### config.mk
export PLATFORM = sky130hd
export DESIGN_NAME = pipeline_ctrl
export DESIGN_NICKNAME = d
export VERILOG_FILES = /design/src/rtl/pipeline_ctrl.sv
export SDC_FILE = /design/constraint.sdc
export NUM_CORES = 1
export LEC_CHECK = 0
export CORE_ASPECT_RATIO = 0.5
export CORE_MARGIN = 10
export CORE_UTILIZATION = 35
export DETAILED_ROUTE_END_ITERATION = 12
export PLACE_DENSITY = 0.82
export SLEW_MARGIN = 0
export SYNTH_ARGS = -nofsm -noshare
export SYNTH_HDL_FRONTEND = slang
export SYNTH_SLANG_ARGS = --single-unit
### constraint.sdc
create_clock -name clk -period 2.8 [get_ports clk]
set_input_delay 0.56 -clock clk [delete_from_list [all_inputs] [get_ports clk]]
set_output_delay 0.56 -clock clk [all_outputs]
set_load 0.01 [all_outputs]
### src/rtl/pipeline_ctrl.sv
// Pipeline hazard/stall controller: data-memory wait states with timeout, load-use
// bubbles and MEM-stage redirects, resolved combinationally with a fixed priority.
module pipeline_ctrl #(
  parameter int unsigned TIMEOUT = 64  // legal range 2..255
) (
  input  logic        clk,
  input  logic        rst_,
  input  logic [4:0]  id_rs1_addr,
  input  logic [4:0]  id_rs2_addr,
  input  logic        id_uses_rs1,
  input  logic        id_uses_rs2,
  input  logic        ex_valid,
  input  logic        ex_mem_read,
  input  logic [4:0]  ex_rd_addr,
  input  logic        mem_valid,
  input  logic        mem_mem_read,
  input  logic        mem_mem_write,
  input  logic        mem_branch,
  input  logic        mem_flush,
  input  logic [31:0] mem_pc_branch,
  input  logic [31:0] mem_pc_flush,
  input  logic        dmem_ack,
  output logic        dmem_req,
  output logic        pc_stall,
  output logic        if_id_stall,
  output logic        id_ex_stall,
  output logic        ex_mem_stall,
  output logic        if_id_flush,
  output logic        id_ex_flush,
  output logic        ex_mem_flush,
  output logic        mem_wb_flush,
  output logic        pc_redirect,
  output logic [31:0] pc_target,
  output logic        dmem_err,
  output logic [15:0] stall_cnt,
  output logic [0:0]  dbg_state_o
);

  localparam logic [0:0] ST_RUN      = 1'b0;
  localparam logic [0:0] ST_MEM_WAIT = 1'b1;
  localparam logic [7:0] WAIT_LAST   = 8'(TIMEOUT - 1);

  logic [0:0]  state_q, state_d;
  logic [7:0]  wait_cnt_q, wait_cnt_d;
  logic        err_q, err_d;
  logic [15:0] stall_cnt_q, stall_cnt_d;

  logic memop;
  logic timeout_hit;
  logic mem_stall;
  logic redirect;
  logic load_use;
  logic rs1_hit;
  logic rs2_hit;
  logic out_en;

  assign memop       = mem_valid & (mem_mem_read | mem_mem_write);
  assign timeout_hit = (state_q == ST_MEM_WAIT) && !dmem_ack && (wait_cnt_q == WAIT_LAST);

  // The abort cycle of a timeout releases the pipeline, exactly like an ack cycle.
  always_comb begin
    mem_stall = 1'b0;
    case (state_q)
      ST_RUN:      mem_stall = memop & ~dmem_ack;
      ST_MEM_WAIT: mem_stall = ~dmem_ack & ~timeout_hit;
      default:     mem_stall = 1'b0;
    endcase
  end

  assign rs1_hit  = id_uses_rs1 && (id_rs1_addr == ex_rd_addr);
  assign rs2_hit  = id_uses_rs2 && (id_rs2_addr == ex_rd_addr);
  assign load_use = ex_valid && ex_mem_read && (ex_rd_addr != 5'd0) && (rs1_hit || rs2_hit);
  assign redirect = mem_valid & (mem_branch | mem_flush);

  // Outputs read 0 while reset is held, even though the inputs may be live.
  assign out_en = ~rst_;

  always_comb begin
    dmem_req     = 1'b0;
    pc_stall     = 1'b0;
    if_id_stall  = 1'b0;
    id_ex_stall  = 1'b0;
    ex_mem_stall = 1'b0;
    if_id_flush  = 1'b0;
    id_ex_flush  = 1'b0;
    ex_mem_flush = 1'b0;
    mem_wb_flush = 1'b0;
    pc_redirect  = 1'b0;
    pc_target    = 32'h0;
    if (out_en) begin
      dmem_req = (state_q == ST_MEM_WAIT) ? 1'b1 : memop;
      if (mem_stall) begin
        pc_stall     = 1'b1;
        if_id_stall  = 1'b1;
        id_ex_stall  = 1'b1;
        ex_mem_stall = 1'b1;
        mem_wb_flush = 1'b1;
      end else if (redirect) begin
        pc_redirect  = 1'b1;
        pc_target    = mem_branch ? mem_pc_branch : mem_pc_flush;
        if_id_flush  = 1'b1;
        id_ex_flush  = 1'b1;
        ex_mem_flush = 1'b1;
      end else if (load_use) begin
        pc_stall     = 1'b1;
        if_id_stall  = 1'b1;
        id_ex_flush  = 1'b1;
      end
    end
  end

  always_comb begin
    state_d    = state_q;
    wait_cnt_d = wait_cnt_q;
    err_d      = err_q;
    case (state_q)
      ST_RUN: begin
        if (memop && !dmem_ack) begin
          state_d    = ST_MEM_WAIT;
          wait_cnt_d = 8'd0;
        end
      end
      ST_MEM_WAIT: begin
        if (dmem_ack) begin
          state_d = ST_RUN;
        end else if (timeout_hit) begin
          state_d = ST_RUN;
          err_d   = 1'b1;
        end else begin
          wait_cnt_d = wait_cnt_q + 8'd1;
        end
      end
      default: state_d = ST_RUN;
    endcase
  end

  always_comb begin
    stall_cnt_d = stall_cnt_q;
    if (pc_stall && (stall_cnt_q != 16'hFFFF)) begin
      stall_cnt_d = stall_cnt_q + 16'd1;
    end
  end

  always_ff @(posedge clk or posedge rst_) begin
    if (rst_) begin
      state_q     <= ST_RUN;
      wait_cnt_q  <= 8'd0;
      err_q       <= 1'b0;
      stall_cnt_q <= 16'd0;
    end else begin
      state_q     <= state_d;
      wait_cnt_q  <= wait_cnt_d;
      err_q       <= err_d;
      stall_cnt_q <= stall_cnt_d;
    end
  end

  assign dmem_err    = err_q;
  assign stall_cnt   = stall_cnt_q;
  assign dbg_state_o = state_q;

endmodule

**After elaboration in Yosys (flattened, before gate mapping)**

Cells that the tools add are included.

- Multiplexer cells: 27
- Equal/unequal tests: 7
- Shift-type cells: 0
- Div/mod/pow operators: 0
- Reduce and logical (&&, ||, !) cells: 14
- Bitwise logic cells: 9
- Order comparisons: 0
- Add/sub/neg operators: 2
- $mul: 0

Operator list:

| operator | count |
|---|---|
| 2-to-1 mux 32 bit | 4 |
| 2-to-1 mux 8 bit | 3 |
| 2-to-1 mux 1 bit | 17 |
| adder 16 x 1 -> 16 bit (second input constant) | 1 |
| != test 16 bit (second input constant) | 1 |
| one-hot mux 8 bit (2 select lines) | 1 |
| equality test 5 bit | 2 |
| logical AND 1 bit | 9 |
| adder 8 x 1 -> 8 bit (second input constant) | 1 |
| equality test 8 x 6 -> 1 bit (second input constant) | 1 |
| != test 2 bit (second input constant) | 3 |
| AND reduction 3 bit | 2 |
| nonzero test 5 bit | 1 |
| bitwise AND 1 bit | 4 |
| one-hot mux 1 bit (2 select lines) | 2 |
| NOT 1 bit | 3 |
| bitwise OR 1 bit | 2 |
| zero test 1 bit | 1 |
| logical OR 1 bit | 1 |

- RAM bits: 0
- Memories kept: 0
- Logic and storage cells: 63
- Output and inout bits: 60
- Register bits: 26
- Bits of input ports: 91
- Bits in read-only memories: 0
- Latch bits: 0

**Logic depth before layout (Yosys ltp)**

Gate-level depths: netlist (run 1).

- Depth after elaboration: 9
- Depth in mapped cells: 9
- Mapped depth without buffers: 7

**Worst setup path after synthesis (run 1)**

Ideal clock, no wire load.

- Path type: reg2out
- From: register wait_cnt_q[0]
- To: output if_id_flush
- Buffers on the path: 3
- Cell stages (with the launch flop): 10
- Data arrival time: 2.009 ns
- Path slack: 0.231 ns
- Data required time: 2.240 ns
- Cells stage by stage: dfrtp_1 -> ha_1 -> nand4b_1 -> nor3b_4 -> nor3_2 -> or3_1 -> buf_2 -> buf_6 -> inv_1 -> buf_4

- Word-level cells in the longest chain between the ends: 7

Ends and longest elaborated chain:

| element | RTL line | text |
|---|---|---|
| from (decl) | 44 | `logic [7:0] wait_cnt_q, wait_cnt_d;` |
| from (signal assigned) | 152 | `wait_cnt_q <= wait_cnt_d;` |
| equality test 8 x 6 -> 1 bit | 58 | `assign timeout_hit = (state_q == ST_MEM_WAIT) && !dmem_ack && (wait_cnt_q == WAIT_LAST);` |
| logical AND 1 bit | 58 |  |
| NOT 1 bit | 65 | `ST_MEM_WAIT: mem_stall = ~dmem_ack & ~timeout_hit;` |
| bitwise AND 1 bit | 65 |  |
| one-hot mux 1 bit (2 select lines) | 63 | `case (state_q)` |
| 2-to-1 mux 1 bit (2 in series) | n/a |  |
| to (decl) | 28 | `output logic if_id_flush,` |

Every way passes these cells.

**Worst setup path in the final report (run 1)**

- From: register wait_cnt_q[0]
- To: output pc_target[16]

- Word-level cells in the longest chain between the ends: 7

Ends and longest elaborated chain:

| element | RTL line | text |
|---|---|---|
| equality test 8 x 6 -> 1 bit | 58 |  |
| logical AND 1 bit | 58 |  |
| NOT 1 bit | 65 |  |
| bitwise AND 1 bit | 65 |  |
| one-hot mux 1 bit (2 select lines) | 63 |  |
| 2-to-1 mux 32 bit | 92 | `if (mem_stall) begin` |
| 2-to-1 mux 32 bit | 90 | `if (out_en) begin` |
| to (decl) | 33 | `output logic [31:0] pc_target,` |

Every way passes these cells.

==> impl_results.html, run 1 <==
<table>
<tr><th>Metric</th><th>Value</th></tr>
<tr><th colspan="2">Outcome</th></tr>
<tr><td>Outcome</td><td>completed</td></tr>
<tr><th colspan="2">Timing</th></tr>
<tr><td>Max-slew headroom</td><td>between 40% and 50%</td></tr>
<tr><td>Period Utilization, post-route</td><td>approximately 98%</td></tr>
<tr><td>Skew final</td><td>0.00696 ns</td></tr>
<tr><td>Worst Max-Slew Pin Slew</td><td>0.778 ns</td></tr>
<tr><td>Total count of max-transition violations in the final report</td><td>0</td></tr>
<tr><td>Maximum clock rate</td><td>0.364 GHz</td></tr>
<tr><td>Count of endpoints failing setup in the final report</td><td>0</td></tr>
<tr><td>Final Critical Period</td><td>2.75 ns</td></tr>
<tr><td>Final number of hold-violating endpoints</td><td>0</td></tr>
<tr><td>Min Hold Slack</td><td>0.464 ns</td></tr>
<tr><td>Unrepaired setup endpoints after global routing</td><td>true</td></tr>
<tr><th colspan="2">Worst setup path</th></tr>
<tr><td>Critical path cell sequence</td><td>ha_2 -&gt; nand4b_1 -&gt; nor3b_4 -&gt; nor3_2 -&gt; or3_4 -&gt; buf_12 -&gt; nor2_1 -&gt; buf_2</td></tr>
<tr><td>Register-to-register setup slack</td><td>approximately 0.42 ns</td></tr>
<tr><td>Arr. time, crit path</td><td>about 2.2 ns</td></tr>
<tr><td>Crit Path Max Fanout</td><td>12</td></tr>
<tr><td>Stages on worst setup path</td><td>8</td></tr>
<tr><td>Number of buffer and inverter stages on the critical path</td><td>2</td></tr>
<tr><td>Worst path slowest cell</td><td>sky130_fd_sc_hd__or3_4</td></tr>
<tr><td>Cell family contributing the most delay on the critical path</td><td>simple AND/OR/NAND/NOR gates</td></tr>
<tr><td>Crit path largest cell delay</td><td>about 0.41 ns</td></tr>
<tr><td>Reg-to-reg critical path startpoint</td><td>wait_cnt_q[0]</td></tr>
<tr><td>End of the worst register-to-register path</td><td>stall_cnt[1]</td></tr>
<tr><td>Startpoint-to-endpoint class of the critical path</td><td>flip-flop to output pin</td></tr>
<tr><td>Critical Path Source Type</td><td>flip-flop</td></tr>
<tr><td>Worst R2R Path Depth</td><td>10</td></tr>
<tr><td>Critical Path Sink Type</td><td>output pin</td></tr>
<tr><td>Required time of the critical path</td><td>roughly 2.2 ns</td></tr>
<tr><th colspan="2">Layout</th></tr>
<tr><td>Area grow syn2layout</td><td>89.2%</td></tr>
<tr><td>Number of antenna cells inserted</td><td>0</td></tr>
<tr><td>Fraction of final layout cells with drive strength greater than 1</td><td>between 20% and 30%</td></tr>
<tr><td>Multi-input combinational cell area</td><td>0.00135 mm²</td></tr>
<tr><td>FILL cells</td><td>431</td></tr>
<tr><td>Most used cells in the layout excluding fill and tap cells</td><td>sky130_fd_sc_hd__clkdlybuf4s50_1, sky130_fd_sc_hd__mux2i_1, sky130_fd_sc_hd__buf_2, sky130_fd_sc_hd__dfrtp_1, sky130_fd_sc_hd__nor2_1</td></tr>
<tr><td>Most common cell after layout, fill and taps aside</td><td>sky130_fd_sc_hd__clkdlybuf4s50_1</td></tr>
<tr><td>Sequential Area</td><td>about 650 µm²</td></tr>
<tr><td>Layout Cell Area excl Fill</td><td>0.00383 mm²</td></tr>
<tr><td>Number of nets at the end of the flow</td><td>between 400 and 500</td></tr>
<tr><th colspan="2">Die</th></tr>
<tr><td>Die area</td><td>between 0.009 and 0.01 mm²</td></tr>
<tr><td>Starting density of the core</td><td>approximately 37%</td></tr>
<tr><td>Boundary pin count</td><td>151</td></tr>
<tr><td>Placement Rows</td><td>19</td></tr>
<tr><td>Width of the die</td><td>around 130 µm</td></tr>
<tr><td>Die Span Y</td><td>between 70 and 80 µm</td></tr>
<tr><td>Core area</td><td>about 0.0055 mm²</td></tr>
<tr><th colspan="2">Clock network</th></tr>
<tr><td>Maximum level of the CTS H-tree</td><td>1</td></tr>
<tr><td>Clock buffers created by TritonCTS</td><td>3</td></tr>
<tr><td>Root buffer cell</td><td>sky130_fd_sc_hd__clkbuf_16</td></tr>
<tr><td>CTS sink count</td><td>26</td></tr>
<tr><td>Clock slew at the register clock pins of the worst setup and hold paths</td><td>0.06 ns</td></tr>
<tr><td>Post-CTS repair timing setup buffer count</td><td>0</td></tr>
<tr><td>Worst skew pair latency</td><td>between 0.2 and 0.3 ns</td></tr>
<tr><td>CTS tree</td><td>yes</td></tr>
<tr><td>Clock Tree Buf Depth</td><td>2</td></tr>
<tr><th colspan="2">Placement</th></tr>
<tr><td>Half-perimeter wire length after detailed placement</td><td>7230 µm</td></tr>
<tr><td>Area of placed instances</td><td>0.00368 mm²</td></tr>
<tr><td>Placer Congestion</td><td>approximately 0.86</td></tr>
<tr><td>Port bufs</td><td>150</td></tr>
<tr><th colspan="2">Yosys</th></tr>
<tr><td>Synthesized Nets</td><td>roughly 320</td></tr>
<tr><td>Mapped Cells</td><td>roughly 220</td></tr>
<tr><td>Synthesis Warnings</td><td>0</td></tr>
<tr><td>Avg Synthesized Cell Area</td><td>approximately 9.0 µm²</td></tr>
<tr><td>Sequential area share after synthesis</td><td>between 30% and 40%</td></tr>
<tr><td>Number of distinct library cell variants in the gate-level netlist after synthesis</td><td>36</td></tr>
<tr><td>Number of flip-flops and latches in the synthesized netlist</td><td>26</td></tr>
<tr><td>Post-synth design cell area</td><td>0.00203 mm²</td></tr>
<tr><th colspan="2">Routing</th></tr>
<tr><td>Antenna Violating Nets Remaining</td><td>0</td></tr>
<tr><td>Via-per-instance ratio</td><td>4.90</td></tr>
<tr><td>Count of vias placed by the detailed router</td><td>between 2k and 2.5k</td></tr>
<tr><td>DRC Markers</td><td>0</td></tr>
<tr><td>Total length of routed wires</td><td>roughly 9400 µm</td></tr>
<tr><td>Starting DRC count in detailed routing</td><td>87</td></tr>
<tr><td>Routed WL per cell</td><td>slightly above 20 µm</td></tr>
<tr><td>Number of optimization iterations in the first detailed-route pass</td><td>4</td></tr>
<tr><th colspan="2">Hold path</th></tr>
<tr><td>Number of instances on the worst hold path</td><td>1</td></tr>
<tr><td>Source of the worst hold timing path</td><td>dmem_err</td></tr>
<tr><td>HP Class</td><td>flip-flop to flip-flop</td></tr>
<tr><td>Hold Path End</td><td>dmem_err</td></tr>
<tr><th colspan="2">Pwr</th></tr>
<tr><td>Fraction of power spent switching nets</td><td>between 20 and 30%</td></tr>
<tr><td>Share of power burned in the clock network</td><td>28.1%</td></tr>
<tr><td>Logic gate share of total power</td><td>about 39%</td></tr>
<tr><td>Cell Int Power</td><td>~1.0 mW</td></tr>
<tr><td>Sequential group share of total power</td><td>about 33%</td></tr>
<tr><td>Power Dens Cells</td><td>between 300 and 400 mW/mm²</td></tr>
<tr><td>Leakage power</td><td>around 1.9 nW</td></tr>
<tr><td>NetSw</td><td>around 0.43 mW</td></tr>
<tr><td>Maximum VDD drop</td><td>about 0.00041 V</td></tr>
<tr><th colspan="2">GRT</th></tr>
<tr><td>Total track usage</td><td>approximately 17%</td></tr>
<tr><td>Global-route wire length before repair</td><td>~13000 µm</td></tr>
<tr><td>Largest net degree at the start of global routing</td><td>33</td></tr>
<tr><td>Antenna violations before repair</td><td>0</td></tr>
<tr><td>Global route overflow</td><td>0</td></tr>
<tr><td>Via count of the first global-routing pass</td><td>approximately 2.3k</td></tr>
<tr><th colspan="2">Job</th></tr>
<tr><td>Max-cap check violation count</td><td>0</td></tr>
</table>
-- power by group through the flow --
stage | logic (mW) | clock network (mW) | registers (mW)
detailed placement | 0.556 | 0 | 0.497
global route | 0.621 | 0.441 | 0.501
global placement | 0.543 | 0 | 0.492
CTS | 0.550 | 0.420 | 0.491
finish | 0.575 | 0.416 | 0.490
floorplan | 0.196 | 0 | 0.510
-- routing by layer --
layer,global-route usage (%),vias to the layer above,wire [µm]
li1,-,1098,-
met5,0,-,0
met1,17.2,1069,3250
met2,35.4,73,5420
met3,3.80,14,474
met4,4.71,0,208
-- state kept, by name, indices dropped and copies added, names as in the netlist --
signal       flops
dbg_state_o      1
stall_cnt       16
wait_cnt_q       8
dmem_err         1
-- cell type report --
class / count / share of cell area, %
inverters: 5 / 0.490
multi-input cells: 177 / 35.3
flip-flops and latches: 26 / 17.0
clock buffers: 3 / 1.96
well taps: 73 / 2.38
clock inverters: 1 / 0.784
repair buffers: 175 / 42.1
-- cells by family after synthesis --
| kind of cell | share of synthesized area [%] |
|---|---|
| buffers and inverters | 6.61 |
| AO/OA/AOI/OAI | 2.84 |
| XOR/XNOR | 13.0 |
| flip-flops | 32.1 |
| AND/OR/NAND/NOR | 26.8 |
| multiplexers | 17.4 |
| adder cells (fa/ha/maj) | 1.24 |
-- Yosys cell counts (all sizes together) --
cell type  instances  area [µm²]
or4                1        7.51
buf               12         100
nor2b              1        6.26
a31oi              1        21.3
mux2               2        22.5
nor3               8        45.0
a21o               1        7.51
nor4               6        65.1
ha                 2        25.0
and3               8        55.1
xor2              18         158
nor3b              3        33.8
o21ai              3        15.0
inv                5        18.8
mux2i             33         330
o21a               1        7.51
nand3             12        60.1
or2                1        6.26
xnor2             12         105
nor2              43         161
dfrtp             26         651
nand4              4        25.0
o22ai              1        6.26
or3                1        6.26
nand2             12        45.0
clkbuf             4        15.0
nand4b             1        8.76
nor4b              2        17.5
-- through the flow --
stage	instances	utilization [%]	setup TNS (ns)	setup WS [ns]	power [mW]
global placement	453	66.4	-13.52	-0.390	1.03
detailed placement	453	66.4	-15.48	-0.467	1.05
floorplan	224	-	0	0.231	0.706
CTS	457	67.5	-0.154	-0.0580	1.46
finish	460	69.2	0	0.0535	1.48
global route	460	69.2	-0.377	-0.0398	1.56
-- repair_timing --
item,CTS,global route
cloned,0,3
gates resized for setup,141,63
hold buffers,0,0
pin swaps,1,5
endpoints found under the setup margin,41,39
-- worst max path at each step --
stage | from | end | slack, ns
after global routing | wait_cnt_q[0] | pc_target[11] | -0.04
after global placement | mem_mem_write | pc_target[18] | -0.39
after detailed placement | mem_mem_write | pc_target[0] | -0.47
after CTS | mem_mem_write | pc_target[0] | -0.06
final | wait_cnt_q[0] | pc_target[16] | 0.05
after floorplan | wait_cnt_q[0] | if_id_flush | 0.23
(Power assumes the default switching activity.)
==> run 2: changes to the inputs <==
--- a/config.mk
+++ b/config.mk
@@ -10,6 +10,7 @@
 export CORE_UTILIZATION = 35
 export DETAILED_ROUTE_END_ITERATION = 12
 export PLACE_DENSITY = 0.82
+export SKIP_LAST_GASP = 1
 export SLEW_MARGIN = 0
 export SYNTH_ARGS = -nofsm -noshare
 export SYNTH_HDL_FRONTEND = slang
==> run 2 against run 1 <==
The run now ends with negative setup slack left. Power shrank 1.5%. Utilization fell by 0.36 points. Hold slack worse by 0.0031 ns. Die area unchanged. Setup slack got worse by 0.12 ns. Final cell count fell by 0.65%. Largest cell class unchanged.
==> impl_results.html, run 2 (same netlist as run 1, synthesis figures left out) <==
<table>
<tr><th>Metric</th><th>Value</th></tr>
<tr><th colspan="2">Routing</th></tr>
<tr><td>Antenna Violating Nets Remaining</td><td>0 (unchanged)</td></tr>
<tr><td>Count of vias placed by the detailed router</td><td>2235 (was 2254)</td></tr>
<tr><td>Starting DRC count in detailed routing</td><td>83 (was 87)</td></tr>
<tr><td>Number of optimization iterations in the first detailed-route pass</td><td>4 (unchanged)</td></tr>
<tr><td>Total length of routed wires</td><td>8830 µm (was 9350 µm)</td></tr>
<tr><td>Routed WL per cell</td><td>19.3 µm (was 20.3 µm)</td></tr>
<tr><td>DRC Markers</td><td>0 (unchanged)</td></tr>
<tr><td>Via-per-instance ratio</td><td>4.89 (was 4.90)</td></tr>
<tr><th colspan="2">Clock network</th></tr>
<tr><td>Root buffer cell</td><td>sky130_fd_sc_hd__clkbuf_16 (unchanged)</td></tr>
<tr><td>Worst skew pair latency</td><td>0.26 ns (about the same)</td></tr>
<tr><td>Maximum level of the CTS H-tree</td><td>1 (unchanged)</td></tr>
<tr><td>Clock Tree Buf Depth</td><td>2 (unchanged)</td></tr>
<tr><td>CTS tree</td><td>yes (unchanged)</td></tr>
<tr><td>Clock buffers created by TritonCTS</td><td>3 (unchanged)</td></tr>
<tr><td>Hold bufs inserted after CTS</td><td>0 (unchanged)</td></tr>
<tr><td>Post-CTS repair timing setup buffer count</td><td>0 (unchanged)</td></tr>
<tr><td>CTS sink count</td><td>26 (unchanged)</td></tr>
<tr><td>Clock slew at the register clock pins of the worst setup and hold paths</td><td>0.06 ns (about the same)</td></tr>
<tr><th colspan="2">Worst setup path</th></tr>
<tr><td>Critical path cell sequence</td><td>clkdlybuf4s50_1 -&gt; o21a_1 -&gt; nor2_2 -&gt; nor3_2 -&gt; or3_4 -&gt; buf_8 -&gt; nor2_1 -&gt; clkdlybuf4s15_2 (was ha_2 -&gt; nand4b_1 -&gt; nor3b_4 -&gt; nor3_2 -&gt; or3_4 -&gt; buf_12 -&gt; nor2_1 -&gt; buf_2)</td></tr>
<tr><td>Critical Path Sink Type</td><td>output pin (unchanged)</td></tr>
<tr><td>Number of buffer and inverter stages on the critical path</td><td>3 (was 2)</td></tr>
<tr><td>Crit Path Max Fanout</td><td>24 (was 12)</td></tr>
<tr><td>Worst path slowest cell</td><td>sky130_fd_sc_hd__clkdlybuf4s50_1 (was sky130_fd_sc_hd__or3_4)</td></tr>
<tr><td>Startpoint-to-endpoint class of the critical path</td><td>primary input to output pin (was flip-flop to output pin)</td></tr>
<tr><td>Arr. time, crit path</td><td>2.30 ns (was 2.19 ns)</td></tr>
<tr><td>Cell family contributing the most delay on the critical path</td><td>buffers and inverters (was simple AND/OR/NAND/NOR gates)</td></tr>
<tr><td>Required time of the critical path</td><td>2.24 ns (about the same)</td></tr>
<tr><td>Critical Path Source Type</td><td>primary input (was flip-flop)</td></tr>
<tr><td>Crit path largest cell delay</td><td>0.40 ns (was 0.41 ns)</td></tr>
<tr><th colspan="2">Timing</th></tr>
<tr><td>Total count of max-transition violations in the final report</td><td>0 (unchanged)</td></tr>
<tr><td>Final number of hold-violating endpoints</td><td>0 (unchanged)</td></tr>
<tr><td>Worst Max-Slew Pin Slew</td><td>0.760 ns (was 0.778 ns)</td></tr>
<tr><td>Maximum clock rate</td><td>0.349 GHz (was 0.364 GHz)</td></tr>
<tr><td>Final total negative setup slack</td><td>-0.832 ns (was 0 ns)</td></tr>
<tr><td>Period Utilization, post-route</td><td>102% (was 98.1%)</td></tr>
<tr><td>Final Worst Setup Slack</td><td>-0.0649 ns (was 0.0535 ns)</td></tr>
<tr><td>Count of endpoints failing setup in the final report</td><td>23 (was 0)</td></tr>
<tr><td>Final Critical Period</td><td>2.86 ns (was 2.75 ns)</td></tr>
<tr><td>Max-slew headroom</td><td>49.2% (was 48.0%)</td></tr>
<tr><td>Unrepaired setup endpoints after global routing</td><td>true (unchanged)</td></tr>
<tr><td>Skew final</td><td>0.00780 ns (was 0.00696 ns)</td></tr>
<tr><th colspan="2">Layout</th></tr>
<tr><td>Fraction of final layout cells with drive strength greater than 1</td><td>22.4% (was 25.6%)</td></tr>
<tr><td>FILL cells</td><td>436 (was 431)</td></tr>
<tr><td>Most common cell after layout, fill and taps aside</td><td>sky130_fd_sc_hd__clkdlybuf4s50_1 (unchanged)</td></tr>
<tr><td>Number of nets at the end of the flow</td><td>478 (was 481)</td></tr>
<tr><td>Flip-flop count of the largest register, all copies and words added</td><td>16 (unchanged)</td></tr>
<tr><td>Area grow syn2layout</td><td>88.2% (was 89.2%)</td></tr>
<tr><td>Most used cells in the layout excluding fill and tap cells</td><td>sky130_fd_sc_hd__clkdlybuf4s50_1, sky130_fd_sc_hd__nor2_1, sky130_fd_sc_hd__mux2i_1, sky130_fd_sc_hd__dfrtp_1, sky130_fd_sc_hd__clkdlybuf4s15_2 (was sky130_fd_sc_hd__clkdlybuf4s50_1, sky130_fd_sc_hd__mux2i_1, sky130_fd_sc_hd__buf_2, sky130_fd_sc_hd__dfrtp_1, sky130_fd_sc_hd__nor2_1)</td></tr>
<tr><td>Number of antenna cells inserted</td><td>0 (unchanged)</td></tr>
<tr><th colspan="2">GRT</th></tr>
<tr><td>Antenna violations before repair</td><td>0 (unchanged)</td></tr>
<tr><td>Via count of the first global-routing pass</td><td>2333 (was 2343)</td></tr>
<tr><td>Global-route wire length before repair</td><td>12900 µm (was 13000 µm)</td></tr>
<tr><td>Largest net degree at the start of global routing</td><td>33 (unchanged)</td></tr>
<tr><td>Routing usage on met2</td><td>35.3% (was 35.4%)</td></tr>
<tr><td>Routing usage on met1</td><td>17.1% (was 17.2%)</td></tr>
<tr><td>Total track usage</td><td>17.1% (was 17.2%)</td></tr>
<tr><td>Met3 Usage GRT</td><td>3.66% (was 3.80%)</td></tr>
<tr><td>Global route overflow</td><td>0 (unchanged)</td></tr>
<tr><td>Peak-usage layer in the global routing report</td><td>met2 (unchanged)</td></tr>
<tr><th colspan="2">Die</th></tr>
<tr><td>Width of the die</td><td>128 µm (unchanged)</td></tr>
<tr><td>Starting density of the core</td><td>36.6% (unchanged)</td></tr>
<tr><td>Die area</td><td>0.00942 mm² (unchanged)</td></tr>
<tr><td>Core area</td><td>0.00554 mm² (unchanged)</td></tr>
<tr><td>Die Span Y</td><td>73.8 µm (unchanged)</td></tr>
<tr><td>Placement Rows</td><td>19 (unchanged)</td></tr>
<tr><td>Boundary pin count</td><td>151 (unchanged)</td></tr>
<tr><th colspan="2">Pwr</th></tr>
<tr><td>Fraction of power spent switching nets</td><td>28.6% (was 29.2%)</td></tr>
<tr><td>Logic gate share of total power</td><td>38.0% (was 38.9%)</td></tr>
<tr><td>Share of power burned in the clock network</td><td>28.5% (was 28.1%)</td></tr>
<tr><td>Maximum VDD drop</td><td>0.000411 V (about the same)</td></tr>
<tr><td>Leakage power</td><td>1.74 nW (was 1.86 nW)</td></tr>
<tr><td>Total power draw</td><td>1.46 mW (was 1.48 mW)</td></tr>
<tr><td>Cell Int Power</td><td>1.04 mW (was 1.05 mW)</td></tr>
<tr><td>NetSw</td><td>0.417 mW (was 0.433 mW)</td></tr>
<tr><td>Power Dens Cells</td><td>383 mW/mm² (was 386 mW/mm²)</td></tr>
<tr><td>Sequential group share of total power</td><td>33.6% (was 33.1%)</td></tr>
<tr><th colspan="2">Job</th></tr>
<tr><td>Max-cap check violation count</td><td>0 (unchanged)</td></tr>
<tr><th colspan="2">Outcome</th></tr>
<tr><td>Outcome</td><td>finished, violations left (was completed)</td></tr>
<tr><td>Violations in the final reports</td><td>negative setup slack</td></tr>
<tr><th colspan="2">Placement</th></tr>
<tr><td>Half-perimeter wire length after detailed placement</td><td>7230 µm (unchanged)</td></tr>
<tr><td>Port bufs</td><td>150 (unchanged)</td></tr>
<tr><td>Placer Congestion</td><td>0.858 (unchanged)</td></tr>
<tr><th colspan="2">Hold path</th></tr>
<tr><td>HP Class</td><td>flip-flop to flip-flop (unchanged)</td></tr>
</table>
==> run 2: worst paths after layout <==
| kind | slack (ns) | from | to | cells past startpoint |
|---|---|---|---|---|
| setup / recovery | -0.06 | mem_mem_write | pc_target[16] | 8 |
| hold / removal | 0.46 | dmem_err | dmem_err | 1 |
| setup reg to reg | 0.43 | wait_cnt_q[0] | stall_cnt[1] | 10 |
| hold reg to reg | 0.46 | dmem_err | dmem_err | 1 |
| max in group asynchronous | 1.66 | rst_ | dbg_state_o | 3 |
| min in group asynchronous | 0.89 | rst_ | stall_cnt[4] | 3 |
==> run 2: final cells by class <==
type / count / area (µm²) / share of cell area (%)
clock buffers: 3 / 75.1 / 1.97
flip-flops and latches: 26 / 651 / 17.1
inverters: 5 / 18.8 / 0.492
well taps: 73 / 91.3 / 2.40
repair buffers: 172 / 1660 / 43.5
multi-input cells: 177 / 1290 / 33.8
clock inverters: 1 / 30.0 / 0.788
==> run 2: power by group through the flow <==
stage                     combinational, mW  sequential, mW  clock (mW)
after floorplan                       0.196           0.510           0
after global placement                0.543           0.492           0
after detailed placement              0.556           0.497           0
after CTS                             0.554           0.491       0.420
after global routing                  0.600           0.501       0.442
final                                 0.554           0.489       0.415
==> run 2: timing repair <==
item,in CTS,in global routing
gates resized for setup,115,29
endpoints found under the setup margin,41,39
pin swaps,1,1
==> run 2: stage by stage <==
step                      instance area, µm²  instances  hold WS, ns  worst slack [ns]  util (%)
after floorplan                         2030        224        0.478             0.231         -
after global routing                    3810        457        0.499            -0.133      68.8
after CTS                               3830        457        0.468            -0.115      69.2
after global placement                  3680        453        0.438            -0.390      66.4
after detailed placement                3680        453        0.450            -0.467      66.4
final                                   3810        457        0.461           -0.0649      68.8
==> run 2: per-layer routing <==
layer,part of all wire (%),routed length [µm]
met4,1.9,170
met3,4.7,418
met2,58,5090
met1,36,3160
met5,0,0
==> run 2: worst register-to-register path, cell delays in order, from the launching register on <==
cell and delay, ns:
sky130_fd_sc_hd__dfrtp_1 0.37, sky130_fd_sc_hd__ha_1 0.19, sky130_fd_sc_hd__nand4b_1 0.16, sky130_fd_sc_hd__nor3b_4 0.26
sky130_fd_sc_hd__buf_4 0.18, sky130_fd_sc_hd__nor4_4 0.05, sky130_fd_sc_hd__buf_4 0.15, sky130_fd_sc_hd__a31oi_4 0.17
sky130_fd_sc_hd__buf_4 0.25, sky130_fd_sc_hd__or2_1 0.16, sky130_fd_sc_hd__mux2_1 0.32
==> run 3: changes to the inputs <==
--- a/config.mk
+++ b/config.mk
@@ -5,13 +5,12 @@
 export SDC_FILE = /design/constraint.sdc
 export NUM_CORES = 1
 export LEC_CHECK = 0
+export CAP_MARGIN = 10
 export CORE_ASPECT_RATIO = 0.5
-export CORE_MARGIN = 10
 export CORE_UTILIZATION = 35
 export DETAILED_ROUTE_END_ITERATION = 12
 export PLACE_DENSITY = 0.82
 export SKIP_LAST_GASP = 1
-export SLEW_MARGIN = 0
 export SYNTH_ARGS = -nofsm -noshare
 export SYNTH_HDL_FRONTEND = slang
 export SYNTH_SLANG_ARGS = --single-unit
==> run 3 against run 2 <==
The run still ends with negative setup slack left. Clock skew is 0.0035 ns lower. Hold slack better by 0.012 ns. Sequential power hardly changed. Critical path type unchanged. Largest power group unchanged.
==> impl_results.html, run 3 (same netlist as run 1, synthesis figures left out) <==
<table>
<tr><th>Metric</th><th>Value</th></tr>
<tr><th colspan="2">Worst setup path</th></tr>
<tr><td>Required time of the critical path</td><td>2.24 ns (about the same)</td></tr>
<tr><td>Critical path cell sequence</td><td>clkdlybuf4s50_1 -&gt; xnor2_1 -&gt; nand4_1 -&gt; o22ai_2 -&gt; buf_4 -&gt; a31oi_4 -&gt; inv_1 -&gt; dlygate4sd2_1 (was clkdlybuf4s50_1 -&gt; o21a_1 -&gt; nor2_2 -&gt; nor3_2 -&gt; or3_4 -&gt; buf_8 -&gt; nor2_1 -&gt; clkdlybuf4s15_2)</td></tr>
<tr><td>Worst path slowest cell</td><td>sky130_fd_sc_hd__clkdlybuf4s50_1 (unchanged)</td></tr>
<tr><td>Crit path largest cell delay</td><td>0.56 ns (was 0.40 ns)</td></tr>
<tr><td>Cell family contributing the most delay on the critical path</td><td>buffers and inverters (unchanged)</td></tr>
<tr><td>Arr. time, crit path</td><td>2.27 ns (was 2.30 ns)</td></tr>
<tr><td>Startpoint-to-endpoint class of the critical path</td><td>primary input to output pin (unchanged)</td></tr>
<tr><td>Critical Path Sink Type</td><td>output pin (unchanged)</td></tr>
<tr><td>Number of buffer and inverter stages on the critical path</td><td>4 (was 3)</td></tr>
<tr><td>Crit Path Max Fanout</td><td>3 (was 24)</td></tr>
<tr><td>Critical Path Source Type</td><td>primary input (unchanged)</td></tr>
<tr><th colspan="2">Clock network</th></tr>
<tr><td>Root buffer cell</td><td>sky130_fd_sc_hd__clkbuf_16 (unchanged)</td></tr>
<tr><td>Clock slew at the register clock pins of the worst setup and hold paths</td><td>0.06 ns (about the same)</td></tr>
<tr><td>CTS sink count</td><td>26 (unchanged)</td></tr>
<tr><td>Clock buffers created by TritonCTS</td><td>3 (unchanged)</td></tr>
<tr><td>Maximum level of the CTS H-tree</td><td>1 (unchanged)</td></tr>
<tr><td>Clock Tree Buf Depth</td><td>2 (unchanged)</td></tr>
<tr><td>CTS tree</td><td>yes (unchanged)</td></tr>
<tr><td>Worst skew pair latency</td><td>0.26 ns (about the same)</td></tr>
<tr><th colspan="2">Hold path</th></tr>
<tr><td>HP Class</td><td>flip-flop to flip-flop (unchanged)</td></tr>
<tr><th colspan="2">Timing</th></tr>
<tr><td>Count of endpoints failing setup in the final report</td><td>18 (was 23)</td></tr>
<tr><td>Worst Max-Slew Pin Slew</td><td>0.806 ns (was 0.760 ns)</td></tr>
<tr><td>Total count of max-transition violations in the final report</td><td>0 (unchanged)</td></tr>
<tr><td>Max-slew headroom</td><td>46.1% (was 49.2%)</td></tr>
<tr><td>Maximum clock rate</td><td>0.353 GHz (was 0.349 GHz)</td></tr>
<tr><td>Skew final</td><td>0.00425 ns (was 0.00780 ns)</td></tr>
<tr><td>Final Critical Period</td><td>2.83 ns (was 2.86 ns)</td></tr>
<tr><td>Min Hold Slack</td><td>0.472 ns (was 0.461 ns)</td></tr>
<tr><td>Period Utilization, post-route</td><td>101% (was 102%)</td></tr>
<tr><td>Unrepaired setup endpoints after global routing</td><td>true (unchanged)</td></tr>
<tr><td>Final Worst Setup Slack</td><td>-0.0341 ns (was -0.0649 ns)</td></tr>
<tr><td>Final number of hold-violating endpoints</td><td>0 (unchanged)</td></tr>
<tr><th colspan="2">Layout</th></tr>
<tr><td>Area grow syn2layout</td><td>86.8% (was 88.2%)</td></tr>
<tr><td>Number of nets at the end of the flow</td><td>480 (was 478)</td></tr>
<tr><td>Most common cell after layout, fill and taps aside</td><td>sky130_fd_sc_hd__clkdlybuf4s50_1 (unchanged)</td></tr>
<tr><td>Most used cells in the layout excluding fill and tap cells</td><td>sky130_fd_sc_hd__clkdlybuf4s50_1, sky130_fd_sc_hd__nor2_1, sky130_fd_sc_hd__mux2i_1, sky130_fd_sc_hd__dfrtp_1, sky130_fd_sc_hd__buf_4 (was sky130_fd_sc_hd__clkdlybuf4s50_1, sky130_fd_sc_hd__nor2_1, sky130_fd_sc_hd__mux2i_1, sky130_fd_sc_hd__dfrtp_1, sky130_fd_sc_hd__clkdlybuf4s15_2)</td></tr>
<tr><td>Number of antenna cells inserted</td><td>0 (unchanged)</td></tr>
<tr><td>Fraction of final layout cells with drive strength greater than 1</td><td>21.5% (was 22.4%)</td></tr>
<tr><td>Finished Core Util</td><td>68.3% (was 68.8%)</td></tr>
<tr><td>Final cell count without fillers</td><td>459 (was 457)</td></tr>
<tr><td>Flip-flop count of the largest register, all copies and words added</td><td>16 (unchanged)</td></tr>
<tr><th colspan="2">Die</th></tr>
<tr><td>Core area</td><td>0.00554 mm² (unchanged)</td></tr>
<tr><td>Starting density of the core</td><td>36.6% (unchanged)</td></tr>
<tr><td>Boundary pin count</td><td>151 (unchanged)</td></tr>
<tr><td>Width of the die</td><td>110 µm (was 128 µm)</td></tr>
<tr><td>Die area</td><td>0.00611 mm² (was 0.00942 mm²)</td></tr>
<tr><td>Placement Rows</td><td>19 (unchanged)</td></tr>
<tr><td>Die Span Y</td><td>55.8 µm (was 73.8 µm)</td></tr>
<tr><th colspan="2">GRT</th></tr>
<tr><td>Largest net degree at the start of global routing</td><td>33 (unchanged)</td></tr>
<tr><td>Routing usage on met2</td><td>46.9% (was 35.3%)</td></tr>
<tr><td>Routing usage on met1</td><td>27.5% (was 17.1%)</td></tr>
<tr><td>Via count of the first global-routing pass</td><td>2321 (was 2333)</td></tr>
<tr><td>Global route overflow</td><td>0 (unchanged)</td></tr>
<tr><td>Global-route wire length before repair</td><td>11400 µm (was 12900 µm)</td></tr>
<tr><td>Total track usage</td><td>24.3% (was 17.1%)</td></tr>
<tr><td>Met3 Usage GRT</td><td>4.22% (was 3.66%)</td></tr>
<tr><td>Peak-usage layer in the global routing report</td><td>met2 (unchanged)</td></tr>
<tr><td>Antenna violations before repair</td><td>0 (unchanged)</td></tr>
<tr><th colspan="2">Placement</th></tr>
<tr><td>Port bufs</td><td>150 (unchanged)</td></tr>
<tr><td>Placer Congestion</td><td>0.818 (was 0.858)</td></tr>
<tr><td>Half-perimeter wire length after detailed placement</td><td>5770 µm (was 7230 µm)</td></tr>
<tr><td>Cells after DPL</td><td>453 (unchanged)</td></tr>
<tr><th colspan="2">Pwr</th></tr>
<tr><td>Maximum VDD drop</td><td>0.000464 V (was 0.000411 V)</td></tr>
<tr><td>Power Dens Cells</td><td>384 mW/mm² (was 383 mW/mm²)</td></tr>
<tr><td>Total power draw</td><td>1.45 mW (was 1.46 mW)</td></tr>
<tr><td>Leakage power</td><td>1.74 nW (about the same)</td></tr>
<tr><th colspan="2">Routing</th></tr>
<tr><td>Count of vias placed by the detailed router</td><td>2258 (was 2235)</td></tr>
<tr><td>Via-per-instance ratio</td><td>4.92 (was 4.89)</td></tr>
<tr><td>Starting DRC count in detailed routing</td><td>77 (was 83)</td></tr>
<tr><td>Antenna Violating Nets Remaining</td><td>0 (unchanged)</td></tr>
<tr><td>DRC Markers</td><td>0 (unchanged)</td></tr>
<tr><td>Routed WL per cell</td><td>15.9 µm (was 19.3 µm)</td></tr>
<tr><td>Total length of routed wires</td><td>7310 µm (was 8830 µm)</td></tr>
<tr><td>Number of optimization iterations in the first detailed-route pass</td><td>6 (was 4)</td></tr>
<tr><th colspan="2">Job</th></tr>
<tr><td>Max-cap check violation count</td><td>0 (unchanged)</td></tr>
<tr><th colspan="2">Outcome</th></tr>
<tr><td>Outcome</td><td>finished, violations left (unchanged)</td></tr>
<tr><td>Violations in the final reports</td><td>negative setup slack (unchanged)</td></tr>
</table>
[run 3: cell types whose count changed in the layout (fill, tap and decap cells not counted), sizes merged]
cell           before  now
buf                29   41
clkbuf              9    4
clkdlybuf4s15      26   19
clkdlybuf4s50     104  107
dlygate4sd2         4    6
dlymetal6s2s        3    0
[run 3: layout make-up]
cell class	instances	area [µm²]
Clock buffer	3	75.1
Fill cell	433	1750
Inverter	5	18.8
Clock inverter	1	30.0
Tap cell	73	91.3
Timing Repair Buffer	174	1640
Multi-Input combinational cell	177	1280
Sequential cell	26	651
[run 3: report_power, final]
group / internal, mW / switching [mW] / leakage, nW
Clock: 0.284 / 0.128 / 0.0511
Sequential: 0.428 / 0.0616 / 0.348
Combinational: 0.331 / 0.221 / 1.34
[run 3: metal layers]
metal,vias to the layer above,share of wire [%]
met2,70,53
met3,12,6.0
met4,0,1.7
met1,1083,39
met5,-,0
li1,1093,-
[run 3: path summary, 6_finish.rpt]
| kind | cells past startpoint | startpoint | slack (ns) | to |
|---|---|---|---|---|
| max | 8 | ex_rd_addr[1] | -0.03 | pc_stall |
| min | 1 | dmem_err | 0.47 | dmem_err |
| max reg2reg | 11 | wait_cnt_q[0] | 0.32 | stall_cnt[6] |
| min reg2reg | 1 | dmem_err | 0.47 | dmem_err |
| max in group asynchronous | 4 | rst_ | 1.54 | stall_cnt[2] |
| min in group asynchronous | 3 | rst_ | 0.76 | wait_cnt_q[1] |
[run 3: repair_timing]
action,in CTS,in global routing
pin swaps,1,0
resized for setup,127,15
setup buffers,1,0
setup endpoints to repair,41,35
cloned,1,0
hold buffers,0,0
[run 3: stage by stage]
step,TNS [ns],worst slack (ns),instance area [µm²]
detailed placement,-14.41,-0.417,3680
floorplan,0,0.231,2030
global route,-1.85,-0.101,3780
CTS,-0.808,-0.111,3830
finish,-0.390,-0.0341,3780
global placement,-13.09,-0.368,3680
